File: src/rtl/ds_adc_conv_ctrl_if.sv
// Conversion control / result handshake bundle for ds_adc_conv_ctrl.
// The master side drives control, bitstream and ready; the slave side is the sequencer.
interface ds_adc_conv_ctrl_if #(
    parameter int WIDTH = 8,
    parameter int OSR_W = 8
);
    logic             start;
    logic             cont;
    logic [OSR_W-1:0] osr;
    logic [WIDTH-1:0] offset;
    logic             comp_out;
    logic             busy;
    logic [WIDTH-1:0] res_data;
    logic             res_valid;
    logic             res_ready;
    logic             overrun;

    modport master (
        output start, cont, osr, offset, comp_out, res_ready,
        input  busy, res_data, res_valid, overrun
    );

    modport slave (
        input  start, cont, osr, offset, comp_out, res_ready,
        output busy, res_data, res_valid, overrun
    );
endinterface

File: src/rtl/ds_adc_conv_ctrl.sv
// Delta-sigma ADC conversion sequencer: settle windows, ones counting per window,
// offset correction with saturation, valid/ready result delivery with overrun flag.
module ds_adc_conv_ctrl #(
    parameter int WIDTH  = 8,
    parameter int OSR_W  = 8,
    parameter int SETTLE = 2
) (
    input logic              clk,
    input logic              rst,
    ds_adc_conv_ctrl_if.slave bus
);
    localparam int DW = WIDTH + OSR_W + 1;
    localparam int SW = (SETTLE > 1) ? $clog2(SETTLE) : 1;
    localparam logic signed [DW-1:0] SMAX = {{(OSR_W+2){1'b0}}, {(WIDTH-1){1'b1}}};
    localparam logic signed [DW-1:0] SMIN = {{(OSR_W+2){1'b1}}, {(WIDTH-1){1'b0}}};

    typedef enum logic [1:0] {S_IDLE, S_SETTLE, S_ACCUM} state_t;

    state_t           state_q, state_d;
    logic [OSR_W-1:0] osr_q;
    logic [WIDTH-1:0] offset_q;
    logic [OSR_W-1:0] samp_cnt;
    logic [OSR_W-1:0] ones_cnt;
    logic [SW-1:0]    win_cnt;
    logic [WIDTH-1:0] res_data_q;
    logic             res_valid_q;
    logic             overrun_q;

    logic             win_end, settle_done, start_acc, load;
    logic [OSR_W-1:0] ones_fin;
    logic signed [DW-1:0] ones_ext, off_ext, diff;
    logic [WIDTH-1:0] sat_val;

    always_comb begin
        win_end     = (samp_cnt == osr_q - OSR_W'(1));
        settle_done = win_end && (win_cnt == SW'(SETTLE - 1));
        state_d     = state_q;
        start_acc   = 1'b0;
        load        = 1'b0;
        case (state_q)
            S_IDLE: if (bus.start) begin
                start_acc = 1'b1;
                state_d   = (SETTLE > 0) ? S_SETTLE : S_ACCUM;
            end
            S_SETTLE: if (settle_done) state_d = S_ACCUM;
            S_ACCUM: if (win_end) begin
                load    = 1'b1;
                state_d = bus.cont ? S_ACCUM : S_IDLE;
            end
            default: state_d = S_IDLE;
        endcase
    end

    always_ff @(posedge clk) begin
        if (rst) state_q <= S_IDLE;
        else     state_q <= state_d;
    end

    // The final sample is folded in combinationally so the result loads on its own edge.
    always_comb begin
        ones_fin = ones_cnt + OSR_W'(bus.comp_out);
        ones_ext = {{(WIDTH+1){1'b0}}, ones_fin};
        off_ext  = {{(OSR_W+1){offset_q[WIDTH-1]}}, offset_q};
        diff     = ones_ext - off_ext;
        if (diff > SMAX)      sat_val = SMAX[WIDTH-1:0];
        else if (diff < SMIN) sat_val = SMIN[WIDTH-1:0];
        else                  sat_val = diff[WIDTH-1:0];
    end

    always_ff @(posedge clk) begin
        if (rst) begin
            osr_q       <= '0;
            offset_q    <= '0;
            samp_cnt    <= '0;
            ones_cnt    <= '0;
            win_cnt     <= '0;
            res_data_q  <= '0;
            res_valid_q <= 1'b0;
            overrun_q   <= 1'b0;
        end else begin
            if (start_acc) begin
                osr_q     <= (bus.osr == '0) ? OSR_W'(1) : bus.osr;
                offset_q  <= bus.offset;
                overrun_q <= 1'b0;
                samp_cnt  <= '0;
                ones_cnt  <= '0;
                win_cnt   <= '0;
            end else if (state_q != S_IDLE) begin
                if (win_end) begin
                    samp_cnt <= '0;
                    ones_cnt <= '0;
                    if (state_q == S_SETTLE)
                        win_cnt <= settle_done ? '0 : win_cnt + SW'(1);
                end else begin
                    samp_cnt <= samp_cnt + OSR_W'(1);
                    if (state_q == S_ACCUM) ones_cnt <= ones_fin;
                end
            end

            // A load on the acceptance edge replaces the result cleanly; otherwise it clobbers it.
            if (load) begin
                res_data_q  <= sat_val;
                res_valid_q <= 1'b1;
                if (res_valid_q && !bus.res_ready) overrun_q <= 1'b1;
            end else if (res_valid_q && bus.res_ready) begin
                res_valid_q <= 1'b0;
            end
        end
    end

    assign bus.busy      = (state_q != S_IDLE);
    assign bus.res_data  = res_data_q;
    assign bus.res_valid = res_valid_q;
    assign bus.overrun   = overrun_q;
endmodule

File: src/flat_wrapper.sv
// flat-port wrapper written by rule: the top's interface ports become plain ports
module ds_adc_conv_ctrl_flat 
#(
    parameter int WIDTH  = 8,
    parameter int OSR_W  = 8,
    parameter int SETTLE = 2
)
  (clk, rst, bus_start, bus_cont, bus_osr, bus_offset, bus_comp_out, bus_res_ready, bus_busy, bus_res_data, bus_res_valid, bus_overrun);
  ds_adc_conv_ctrl_if #(.WIDTH(WIDTH), .OSR_W(OSR_W)) bus_i ();
  input logic clk;
  input logic rst;
  input wire logic [$bits(bus_i.start)-1:0] bus_start;
  input wire logic [$bits(bus_i.cont)-1:0] bus_cont;
  input wire logic [$bits(bus_i.osr)-1:0] bus_osr;
  input wire logic [$bits(bus_i.offset)-1:0] bus_offset;
  input wire logic [$bits(bus_i.comp_out)-1:0] bus_comp_out;
  input wire logic [$bits(bus_i.res_ready)-1:0] bus_res_ready;
  output wire logic [$bits(bus_i.busy)-1:0] bus_busy;
  output wire logic [$bits(bus_i.res_data)-1:0] bus_res_data;
  output wire logic [$bits(bus_i.res_valid)-1:0] bus_res_valid;
  output wire logic [$bits(bus_i.overrun)-1:0] bus_overrun;
  assign bus_i.start = bus_start;
  assign bus_i.cont = bus_cont;
  assign bus_i.osr = bus_osr;
  assign bus_i.offset = bus_offset;
  assign bus_i.comp_out = bus_comp_out;
  assign bus_i.res_ready = bus_res_ready;
  assign bus_busy = bus_i.busy;
  assign bus_res_data = bus_i.res_data;
  assign bus_res_valid = bus_i.res_valid;
  assign bus_overrun = bus_i.overrun;
  ds_adc_conv_ctrl #(.WIDTH(WIDTH), .OSR_W(OSR_W), .SETTLE(SETTLE)) u_core (.clk(clk), .rst(rst), .bus(bus_i));
endmodule
File: config.mk
export PLATFORM = sky130hd
export DESIGN_NAME = ds_adc_conv_ctrl_flat
export DESIGN_NICKNAME = d
export VERILOG_FILES = /design/src/rtl/ds_adc_conv_ctrl_if.sv /design/src/rtl/ds_adc_conv_ctrl.sv /design/src/flat_wrapper.sv
export SDC_FILE = /design/constraint.sdc
export NUM_CORES = 1
export LEC_CHECK = 0
export CAP_MARGIN = 40
export CORE_MARGIN = 8
export CORE_UTILIZATION = 35
export CTS_CLUSTER_SIZE = 20
export DETAILED_ROUTE_END_ITERATION = 10
export SYNTH_ARGS = -nofsm -noshare
export SYNTH_HDL_FRONTEND = slang
export SYNTH_SLANG_ARGS = --single-unit
File: constraint.sdc
create_clock -name clk -period 6.12 [get_ports clk]
set_input_delay 1.224 -clock clk [delete_from_list [all_inputs] [get_ports clk]]
set_output_delay 1.224 -clock clk [all_outputs]
set_load 0.01 [all_outputs]
* Word-level counts from Yosys, hierarchy flattened
Index checks and enable logic that the tools add are counted.
Cells by class: add/subtract/negate cells 5, multipliers 0, divide/modulo/power cells 0, $lt $le $gt $ge 2, equality and inequality tests 6, shift-type cells 0, multiplexer cells 21, bitwise gates (word level) 0, reductions and logical operators 13
Operators with widths (number):
- 2-to-1 mux 8 bit | 6
- > comparator 17 x 8 -> 1 bit, second input constant | 1
- less-than comparator 17 x 8 -> 1 bit, second input constant | 1
- 2-to-1 mux 1 bit | 10
- subtractor 9 x 8 -> 10 bit | 1
- adder 8 x 1 -> 8 bit | 1
- adder 8 x 1 -> 8 bit, second input constant | 1
- == test 8 bit | 1
- zero test 8 bit | 1
- 2-to-1 mux 2 bit | 4
- subtractor 8 x 1 -> 8 bit, second input constant | 1
- one-hot mux 2 bit (3 select lines) | 1
- AND reduction 3 bit | 2
- nonzero test 2 bit | 3
- != test 2 x 1 -> 1 bit, second input constant | 2
- logical AND 1 bit | 3
- == test 2 x 1 -> 1 bit, second input constant | 1
- == test 2 bit, second input constant | 1
- zero test 2 bit | 1
- != test 2 bit, second input constant | 1
- AND reduction 2 bit | 1
- OR reduction 2 bit | 1
- adder 1 bit, second input constant | 1
- zero test 1 bit | 1
Word-level totals: bits in registers 45, latch bits 0, memory bits (writable) 0, bits in read-only memories 0, input port bits 22, output and inout bits 11, logic and storage cells 56, memories kept 0

* Depth between registers and ports, before layout
Gate-level depths: netlist of the first run.
depth in word-level cells 5, mapped depth 14, gate-level depth less buffers 14

* Worst setup path before layout of the first run
Ideal clock, no wire load.
path kind in2reg, start input port bus_comp_out, end register u_core.res_data_q[3], in the netlist u_core.bus.res_data[3], setup time 0.095 ns, data arrival time 3.650 ns, data required time 6.025 ns, setup slack 2.375 ns, cell stages on the path 12, buffers on the path 0, cells stage by stage ha_1 ha_1 nand3_1 nor2_1 xor2_1 ha_1 and2_1 o41ai_2 o21bai_1 a32oi_2 nand3_1 a221oi_1
On the way: cells in the longest elaborated chain, start to end 5, elaborated cells on any way between the ends 6, classes of those cells add/sub (2); order compare (2); mux (2)
Ends and longest elaborated chain:
- start: declaration | line flat_wrapper.sv:16 | input wire logic [$bits(bus_i.comp_out)-1:0] bus_comp_out;
- adder 8 x 1 -> 8 bit * | line ds_adc_conv_ctrl.sv:61 | ones_fin = ones_cnt + OSR_W'(bus.comp_out);
- subtractor 9 x 8 -> 10 bit * | line ds_adc_conv_ctrl.sv:64 | diff = ones_ext - off_ext;
- less-than comparator 17 x 8 -> 1 bit | line ds_adc_conv_ctrl.sv:66 | else if (diff < SMIN) sat_val = SMIN[WIDTH-1:0];
- 2-to-1 mux 8 bit | line ds_adc_conv_ctrl.sv:66
- 2-to-1 mux 8 bit * | line ds_adc_conv_ctrl.sv:65 | if (diff > SMAX) sat_val = SMAX[WIDTH-1:0];
- end signal: assignment | line ds_adc_conv_ctrl.sv:102 | res_data_q <= sat_val;
- end: declaration | line ds_adc_conv_ctrl.sv:25 | logic [WIDTH-1:0] res_data_q;
Every way passes the cells marked *; elsewhere a longest branch is shown, timed or not. A chain may end at the register's enable or synchronous reset.

* Final worst setup path of the first run
Same ends and word-level chain as after synthesis.

==> results.toml, run 1 <==
[outcome]
status = "completed"

[setup_path]
cp_cell_sequence = "clkdlybuf4s50_1 > ha_1 > ha_1 > nand3_1 > nor2_1 > xor2_1 > ha_1 > and2_1 > o41ai_2 > o21bai_1 > a32oi_2 > nand3_1 > a221oi_1"
crit_fanout = 6
rr_worst_depth = 12
r2r-end = "u_core.bus.res_data[3]"
crit_arrival_ns = 4.45
path_class = "input port to flop"
required_ns = 6.31
slowest_delay_ns = 0.46
cp-end-kind = "flop"
cp_slowest_cell = "clkdlybuf4s50_1"
r2r-start = "u_core.ones_cnt[0]"
reg2reg_slack_ns = 2.92
worstSetupStartpointType = "input port"
cp_common_cell = "ha_1"

[finish]
stdcell_count = 451
multi_input_area_sq_um = 1620
drive_gt1_frac = 0.0597
layout.nets = 387
regArea_sq_um = 901
final_common_cell = "nand2_1"
diodes = 0
fill_cells = 759
area.growth.synth_to_final_pct = 19.9
layout_common_cells = "48 x nand2_1, 45 x dfxtp_1, 32 x clkdlybuf4s50_1"

[grt]
overflow = 0
gr-usage-all-layers = 0.121
grt_pass1_wl_um = 9980
grt_max_degree = 38
first_global_vias = 2146
antenna_found_initial = 0

[placement]
place_inst = 443
gp_congestion = 0.838
place.detailed.hpwl_um = 4560
portBuffers = 32

[clock_tree]
clk_latency_ns = 0.29
htreeDepth = 2
cts_buffer_depth = 2
cts.repair.resized = 0
cts_tree = "yes"
clkTransAtPathRegs_ns = 0.08
cts_root_buffer = "clkbuf_8"
clkSinkCount = 45
numCtsBuffers = 5
ctsHoldBuffers = 0
post_cts_buffers = 0

[job]
maxCapViolations = 0

[yosys]
postSynthCellCount = 319
synth_edf_count = 0
yosys_warnings = 0
synthesis.area_sq_um = 2620
synth_flop_cell = "dfxtp_1"
ys_async_sr_fraction = 0
synth_area_leader_cell = "dfxtp_1"
synthTopCellsByArea = "dfxtp_1 34%, nand2_1 6.9%, ha_1 6.2%"
ys_types = 57
synth-seq-cells = 45
ys_seq_area_frac = 0.344
syn-num-nets = 355
avgSynthCellArea_sq_um = 8.22
synth_top_cell_area_share = 0.344

[sta]
worst_pin_slew_ns = 0.671
max_freq_mhz = 235
final-hold-violation-count = 0
hold_ws_ns = 0.459
fin_setup_tns_ns = 0
min_period_over_period = 0.696
skew_ns = 0.0107
max_slew_margin = 0.551
setup_viol = 0
layout_min_cycle_time_ns = 4.26
maxSlewViolCount = 0
rsz0062_at_grt = "no"

[floorplan]
ioPinCount = 33
fp.dieH_um = 103
start_util = 0.361
core_area_sq_um = 7250
die_width_um = 103
rows = 31
dieArea_sq_um = 10500

[power]
max-vdd-ir-drop_v = 0.0000931
powerDensity_nw_per_um2 = 200
p_leak_nw = 1.21

[worst_hold_path]
hold_depth = 2
hold_start = "u_core.offset_q[4]"
min_path_type = "flop to flop"
hold_end = "u_core.offset_q[4]"

[routing]
route.top_layer_used = "met4"
drt_iter0_markers = 148
drt-vias-per-instance = 5.02
m1WireLength_um = 3050
wire_per_inst_um = 13.1
routed_wl_um = 5890
drt.antenna.violating_nets = 0
wl_met3_um = 235
drc = 0
drt_pass1_iterations = 4
vias = 2263
wl_met2_um = 2540
final cells by class:
class                   count  area share
clock inverters             1     0.00159
multi-input cells         247       0.515
well taps                  99      0.0394
inverters                  19      0.0227
repair buffers             33       0.104
flip-flops and latches     45       0.287
clock buffers               7      0.0307
through the flow:
step           instance area [sq um]   util  worst slack (ns)  power, mW
2_1_floorplan                   2620      -              2.37      0.405
3_3_place_gp                    3040  0.419              1.64      0.440
3_5_place_dp                    3040  0.419              1.58      0.441
4_1_cts                         3140  0.433              1.87      0.640
5_1_grt                         3140  0.433              1.61      0.668
6_report                        3140  0.433              1.86      0.630
Yosys cell counts, types with 4 or more instances:
cell type  number
inv_1          18
nand3b_1        4
nand2_1        48
o21ai_0         8
a21oi_1        24
ha_1           13
a221oi_1        5
nand2b_1        8
dfxtp_1        45
and2_1          4
a22o_1          4
a21o_1          5
xor2_1         12
nor3_1          6
o21bai_1        4
xnor2_1        14
nand3_1        11
clkbuf_1        6
nor2_1         29
sequential cells by signal, summed over array words and instances (netlist names):
signal	cells
u_core.bus.res_data	8
u_core.offset_q	8
u_core.ones_cnt	8
u_core.osr_q	8
u_core.samp_cnt	8
u_core.state_q	2
u_core.bus.overrun	1
u_core.bus.res_valid	1
u_core.win_cnt	1
routing by layer:
layer	vias up	track usage
li1	1177	-
met1	1047	0.162
met2	33	0.184
met3	6	0.0277
met4	0	0.0440
met5	-	0
worst max-delay path by stage:
stage	from	slack (ns)	to	depth (start not counted)
floorplan	bus_comp_out	2.37	u_core.bus.res_data[3]	12
global placement	bus_comp_out	1.64	u_core.bus.res_data[4]	13
detailed placement	bus_comp_out	1.58	u_core.bus.res_data[3]	13
CTS	bus_comp_out	1.87	u_core.bus.res_data[3]	13
global route	bus_comp_out	1.61	u_core.bus.res_data[6]	14
finish	bus_comp_out	1.86	u_core.bus.res_data[3]	13
power by group:
group / switching, mW / total, mW / internal [mW]
logic: 0.0700 / 0.126 / 0.0563
clock network: 0.0936 / 0.196 / 0.102
registers: 0.00811 / 0.308 / 0.300
total: 0.172 / 0.630 / 0.458
worst max-delay path, delay by kind of cell:
family	cells	cell delay, ns
compound gates	4	1.22
xor+xnor	1	0.22
fa+ha+maj	3	0.69
buf+inv	1	0.46
simple gates	4	0.62
cells by family after synthesis:
logic type	share of synthesized area
and+or+nand+nor	0.256
AOI/OAI and AO/OA	0.200
DFF	0.344
buffers and inverters	0.0391
xor gates and xnor gates	0.0869
adders and majority gates	0.0697
muxes	0.00382
(Power assumes the default switching activity.)
==> run 2, diff against run 1 <==
==> constraint.sdc (replaced) <==
create_clock -name clk -period 4.25 [get_ports clk]
set_input_delay 0.85 -clock clk [delete_from_list [all_inputs] [get_ports clk]]
set_output_delay 0.85 -clock clk [all_outputs]
set_load 0.01 [all_outputs]
==> run 2 against run 1 <==
  * Cell count up 0.22%
  * Critical path type unchanged
  * Core utilization fell by 0.052 points
  * Highest routed layer unchanged
  * Cell area shrank 0.12%
  * Combinational power rose by 43%
  * Largest power group unchanged
==> results.toml, run 2 (synthesized netlist as in run 1, its figures left out) <==
[outcome]
status = "completed"

[job]
maxCapViolations = 0

[power]
swShare = 0.300
max-vdd-ir-drop_v = 0.000130
comb_power_share = 0.200
pwr-share-clk = 0.307
finalPower_mw = 0.901
power_switching_mw = 0.270
p_leak_nw = 1.20
internal_power_mw = 0.630
powerDensity_nw_per_um2 = 287
sequentialPowerShare = 0.493

[floorplan]
die_width_um = 103
ioPinCount = 33
dieArea_sq_um = 10500
start_util = 0.361
core_area_sq_um = 7250
rows = 31
fp.dieH_um = 103

[routing]
drt_pass1_iterations = 4
drc = 0
routed_wl_um = 6070
drt-vias-per-instance = 5.08
wire_per_inst_um = 13.4
drt.antenna.violating_nets = 0
drt_iter0_markers = 148
vias = 2294

[placement]
gp_congestion = 0.829
place_inst = 444
place.detailed.hpwl_um = 4750
place_ws_ns = 0.134
portBuffers = 32

[sta]
max_slew_margin = 0.431
min_period_over_period = 0.896
maxSlewViolCount = 0
fin_setup_tns_ns = 0
setup_viol = 0
skew_ns = 0.0121
finalWorstSetupSlack_ns = 0.442
max_freq_mhz = 263
layout_min_cycle_time_ns = 3.81
worst_pin_slew_ns = 0.851
rsz0062_at_grt = "no"
final-hold-violation-count = 0

[clock_tree]
cts_buffer_depth = 2
clkTransAtPathRegs_ns = 0.09
ctsHoldBuffers = 0
post_cts_buffers = 0
cts_root_buffer = "clkbuf_8"
clkSinkCount = 45
numCtsBuffers = 5
clk_latency_ns = 0.30
cts_tree = "yes"
cts.repair.resized = 0
htreeDepth = 2

[finish]
area.growth.synth_to_final_pct = 19.8
final_common_cell = "nand2_1"
stdcell_count = 452
fill_cells = 771
layout.nets = 388
diodes = 0
layout_common_cells = "48 x nand2_1, 45 x dfxtp_1, 32 x clkdlybuf4s50_1"
regArea_sq_um = 901
drive_gt1_frac = 0.0623
multi_input_area_sq_um = 1620
postLayoutCoreUtil = 0.433

[grt]
grt_max_degree = 22
overflow = 0
antenna_found_initial = 0
grt_pass1_wl_um = 10100
gr-usage-all-layers = 0.122
first_global_vias = 2183

[setup_path]
cpLargestDelayFamily = "compound AO/OA/AOI/OAI gates"
crit_fanout = 5
cp_cell_sequence = "clkdlybuf4s50_1 > ha_1 > ha_1 > nand3_1 > nor2_1 > xor2_1 > ha_1 > nand2_1 > nor2_1 > a221o_1 > o311ai_0 > o211ai_1 > nor2_2 > a221oi_1"
reg2reg_slack_ns = 1.10
required_ns = 4.42
cp_slowest_cell = "clkdlybuf4s50_1"
worstSetupStartpointType = "input port"
crit_buf_inv = 1
cp-end-kind = "flop"
slowest_delay_ns = 0.46
path_class = "input port to flop"
crit_arrival_ns = 3.98
cp_common_cell = "ha_1"

[worst_hold_path]
min_path_type = "flop to flop"
-- run 2: changes by cell type in the layout (fill, tap and decap cells not counted), sizes merged --
cell      previous run  this run
buf                  1         2
clkbuf               7         5
inv                 18        19
clkinvlp             0         1
-- run 2: tightest hold or removal path, delay by kind of cell, from the launching register on --
family             cells  cell delay, ns
and+or+nand+nor        1            0.05
AOI/OAI and AO/OA      1            0.05
DFF                    1            0.32
-- run 2: path summary, 6_finish.rpt --
kind | to | cells after the start | from
worst min-delay path | u_core.offset_q[3] | 2 | u_core.offset_q[3]
worst min register to register | u_core.offset_q[3] | 2 | u_core.offset_q[3]
worst max register to register | u_core.bus.res_data[6] | 13 | u_core.ones_cnt[0]
worst max-delay path | u_core.bus.res_data[6] | 14 | bus_comp_out
-- run 2: area by class of cell --
type | instances | share of cell area
inverters | 19 | 0.0227
repair buffers | 34 | 0.107
multi-input cells | 247 | 0.515
well taps | 99 | 0.0395
clock inverters | 3 | 0.00678
flip-flops and latches | 45 | 0.287
clock buffers | 5 | 0.0219
-- run 2: metrics by stage --
step | hold slack [ns] | cell area, sq um
3_5_place_dp | 0.448 | 3050
5_1_grt | 0.482 | 3140
6_report | 0.458 | 3140
2_1_floorplan | 0.429 | 2620
3_3_place_gp | 0.444 | 3050
4_1_cts | 0.461 | 3140
-- run 2: layer usage --
metal	up-vias	wire length (um)	global-route usage
met2	37	2740	0.195
li1	1186	-	-
met4	0	32	0.0305
met1	1069	3040	0.160
met3	2	249	0.0277
met5	-	0	0
-- run 2: power by group through the flow --
stage	logic [mW]	clock network [mW]	registers [mW]
after floorplan	0.132	0	0.451
after global placement	0.179	0	0.453
after detailed placement	0.181	0	0.454
after CTS	0.182	0.286	0.444
after global routing	0.205	0.300	0.446
final	0.180	0.277	0.444
==> run 3, diff against run 2 <==
--- a/config.mk
+++ b/config.mk
@@ -10,6 +10,8 @@
 export CORE_UTILIZATION = 35
 export CTS_CLUSTER_SIZE = 20
 export DETAILED_ROUTE_END_ITERATION = 10
+export GPL_TIMING_DRIVEN = 0
+export SLEW_MARGIN = 20
 export SYNTH_ARGS = -nofsm -noshare
 export SYNTH_HDL_FRONTEND = slang
 export SYNTH_SLANG_ARGS = --single-unit
==> run 3 against run 2 <==
  * Combinational power is essentially flat
  * Die area unchanged
  * Non-clock buffer count up 5
  * Cell area up 1.6%
  * Clock skew increased by 0.0062 ns
  * Cell count is 1.1% higher
  * First-iteration DRC count shrank 45%
  * Largest power group unchanged
==> results.toml, run 3 (synthesized netlist as in run 1, its figures left out) <==
[setup_path]
path_class = "input port to flop"
required_ns = 4.45
r2r-start = "u_core.ones_cnt[0]"
worstSetupStartpointType = "input port"
cp-end-kind = "flop"
rr_worst_depth = 12
reg2reg_slack_ns = 0.99
crit_fanout = 6
r2r-end = "u_core.bus.res_data[3]"
crit_arrival_ns = 4.13

[finish]
postLayoutCoreUtil = 0.440
final_common_cell = "nand2_1"
layout_common_cells = "48 x nand2_1, 45 x dfxtp_1, 31 x clkdlybuf4s50_1"
stdcell_count = 457
layout.nets = 393
diodes = 0
drive_gt1_frac = 0.0587
area.growth.synth_to_final_pct = 21.7

[clock_tree]
cts.repair.resized = 0
clk_latency_ns = 0.31
clkTransAtPathRegs_ns = 0.08
post_cts_buffers = 0
cts_buffer_depth = 2
cts_root_buffer = "clkbuf_8"
cts_tree = "yes"
clkSinkCount = 45
numCtsBuffers = 5
htreeDepth = 2
ctsHoldBuffers = 0

[worst_hold_path]
hold_depth = 2
hold_end = "u_core.offset_q[2]"
hold_start = "u_core.offset_q[2]"
min_path_type = "flop to flop"

[grt]
grt_pass1_wl_um = 9940
first_global_vias = 2062
gr-usage-all-layers = 0.119
grt_max_degree = 15
overflow = 0
antenna_found_initial = 0

[power]
sequentialPowerShare = 0.440
pwr-share-clk = 0.379
swShare = 0.259
p_leak_nw = 1.23
max-vdd-ir-drop_v = 0.000199
powerDensity_nw_per_um2 = 316
internal_power_mw = 0.747
power_switching_mw = 0.261
comb_power_share = 0.181

[sta]
fin_setup_tns_ns = 0
layout_min_cycle_time_ns = 3.93
final-hold-violation-count = 0
maxSlewViolCount = 0
setup_viol = 0
skew_ns = 0.0184
max_slew_margin = 0.653
worst_pin_slew_ns = 0.517
min_period_over_period = 0.925
rsz0062_at_grt = "no"
max_freq_mhz = 254
finalWorstSetupSlack_ns = 0.320

[placement]
place_ws_ns = 0.0266
gp_congestion = 0.795
portBuffers = 31
place.detailed.hpwl_um = 4680
place_inst = 449

[floorplan]
rows = 31
dieArea_sq_um = 10500
core_area_sq_um = 7250
start_util = 0.361
fp.dieH_um = 103
ioPinCount = 33
die_width_um = 103

[routing]
drt_pass1_iterations = 4
vias = 2281
routed_wl_um = 5970
drt-vias-per-instance = 4.99
drt.antenna.violating_nets = 0
wire_per_inst_um = 13.1
drc = 0
drt_iter0_markers = 81

[outcome]
status = "completed"

[job]
maxCapViolations = 0
[run 3: area by class of cell]
class                      instances  area (sq um)
fill                             734          4060
multi-input combinational        247          1620
sequential                        45           901
timing repair buffer              31           310
tap                               99           124
inverter                          19          71.3
clock buffer                       5          68.8
clock inverter                     3          65.1
buffer                             8          31.3
[run 3: worst max path at each step]
stage / start / cells after the start / slack [ns] / end
final: bus_comp_out / 13 / 0.32 / u_core.bus.res_data[3]
after global routing: bus_comp_out / 13 / 0.02 / u_core.bus.res_data[3]
after global placement: bus_comp_out / 13 / 0.04 / u_core.bus.res_data[4]
after CTS: bus_comp_out / 13 / 0.34 / u_core.bus.res_data[3]
after detailed placement: bus_comp_out / 13 / 0.03 / u_core.bus.res_data[3]
after floorplan: bus_comp_out / 12 / 0.88 / u_core.bus.res_data[3]
[run 3: per-layer routing]
metal  global-route usage  up-vias  routed length [um]
met5                    0        -                   0
met4               0.0293        0                  43
met3               0.0324        6                 356
met2                0.178       41                2520
met1                0.163     1034                3050
li1                     -     1200                   -
[run 3: worst max-delay path: stages]
cell             delay (ns)
clkdlybuf4s50_1        0.46
ha_1                   0.18
ha_1                   0.20
nand3_1                0.13
nor2_1                 0.15
xor2_1                 0.22
ha_1                   0.32
and2_1                 0.21
o41ai_2                0.49
o21bai_1               0.13
a32oi_2                0.35
nand3_1                0.13
a221oi_1               0.30
[run 3: power by group through the flow]
stage / sequential (mW) / clock [mW] / combinational [mW]
2_1_floorplan: 0.451 / 0 / 0.132
3_3_place_gp: 0.454 / 0 / 0.181
3_5_place_dp: 0.454 / 0 / 0.182
4_1_cts: 0.444 / 0.390 / 0.183
5_1_grt: 0.446 / 0.409 / 0.201
6_report: 0.444 / 0.382 / 0.182
[run 3: stage by stage]
stage	hold slack [ns]	total power, mW	instance area, sq um
after floorplan	0.429	0.583	2620
after global placement	0.443	0.635	3060
after detailed placement	0.447	0.636	3060
after CTS	0.458	1.02	3190
after global routing	0.481	1.06	3190
final	0.457	1.01	3190
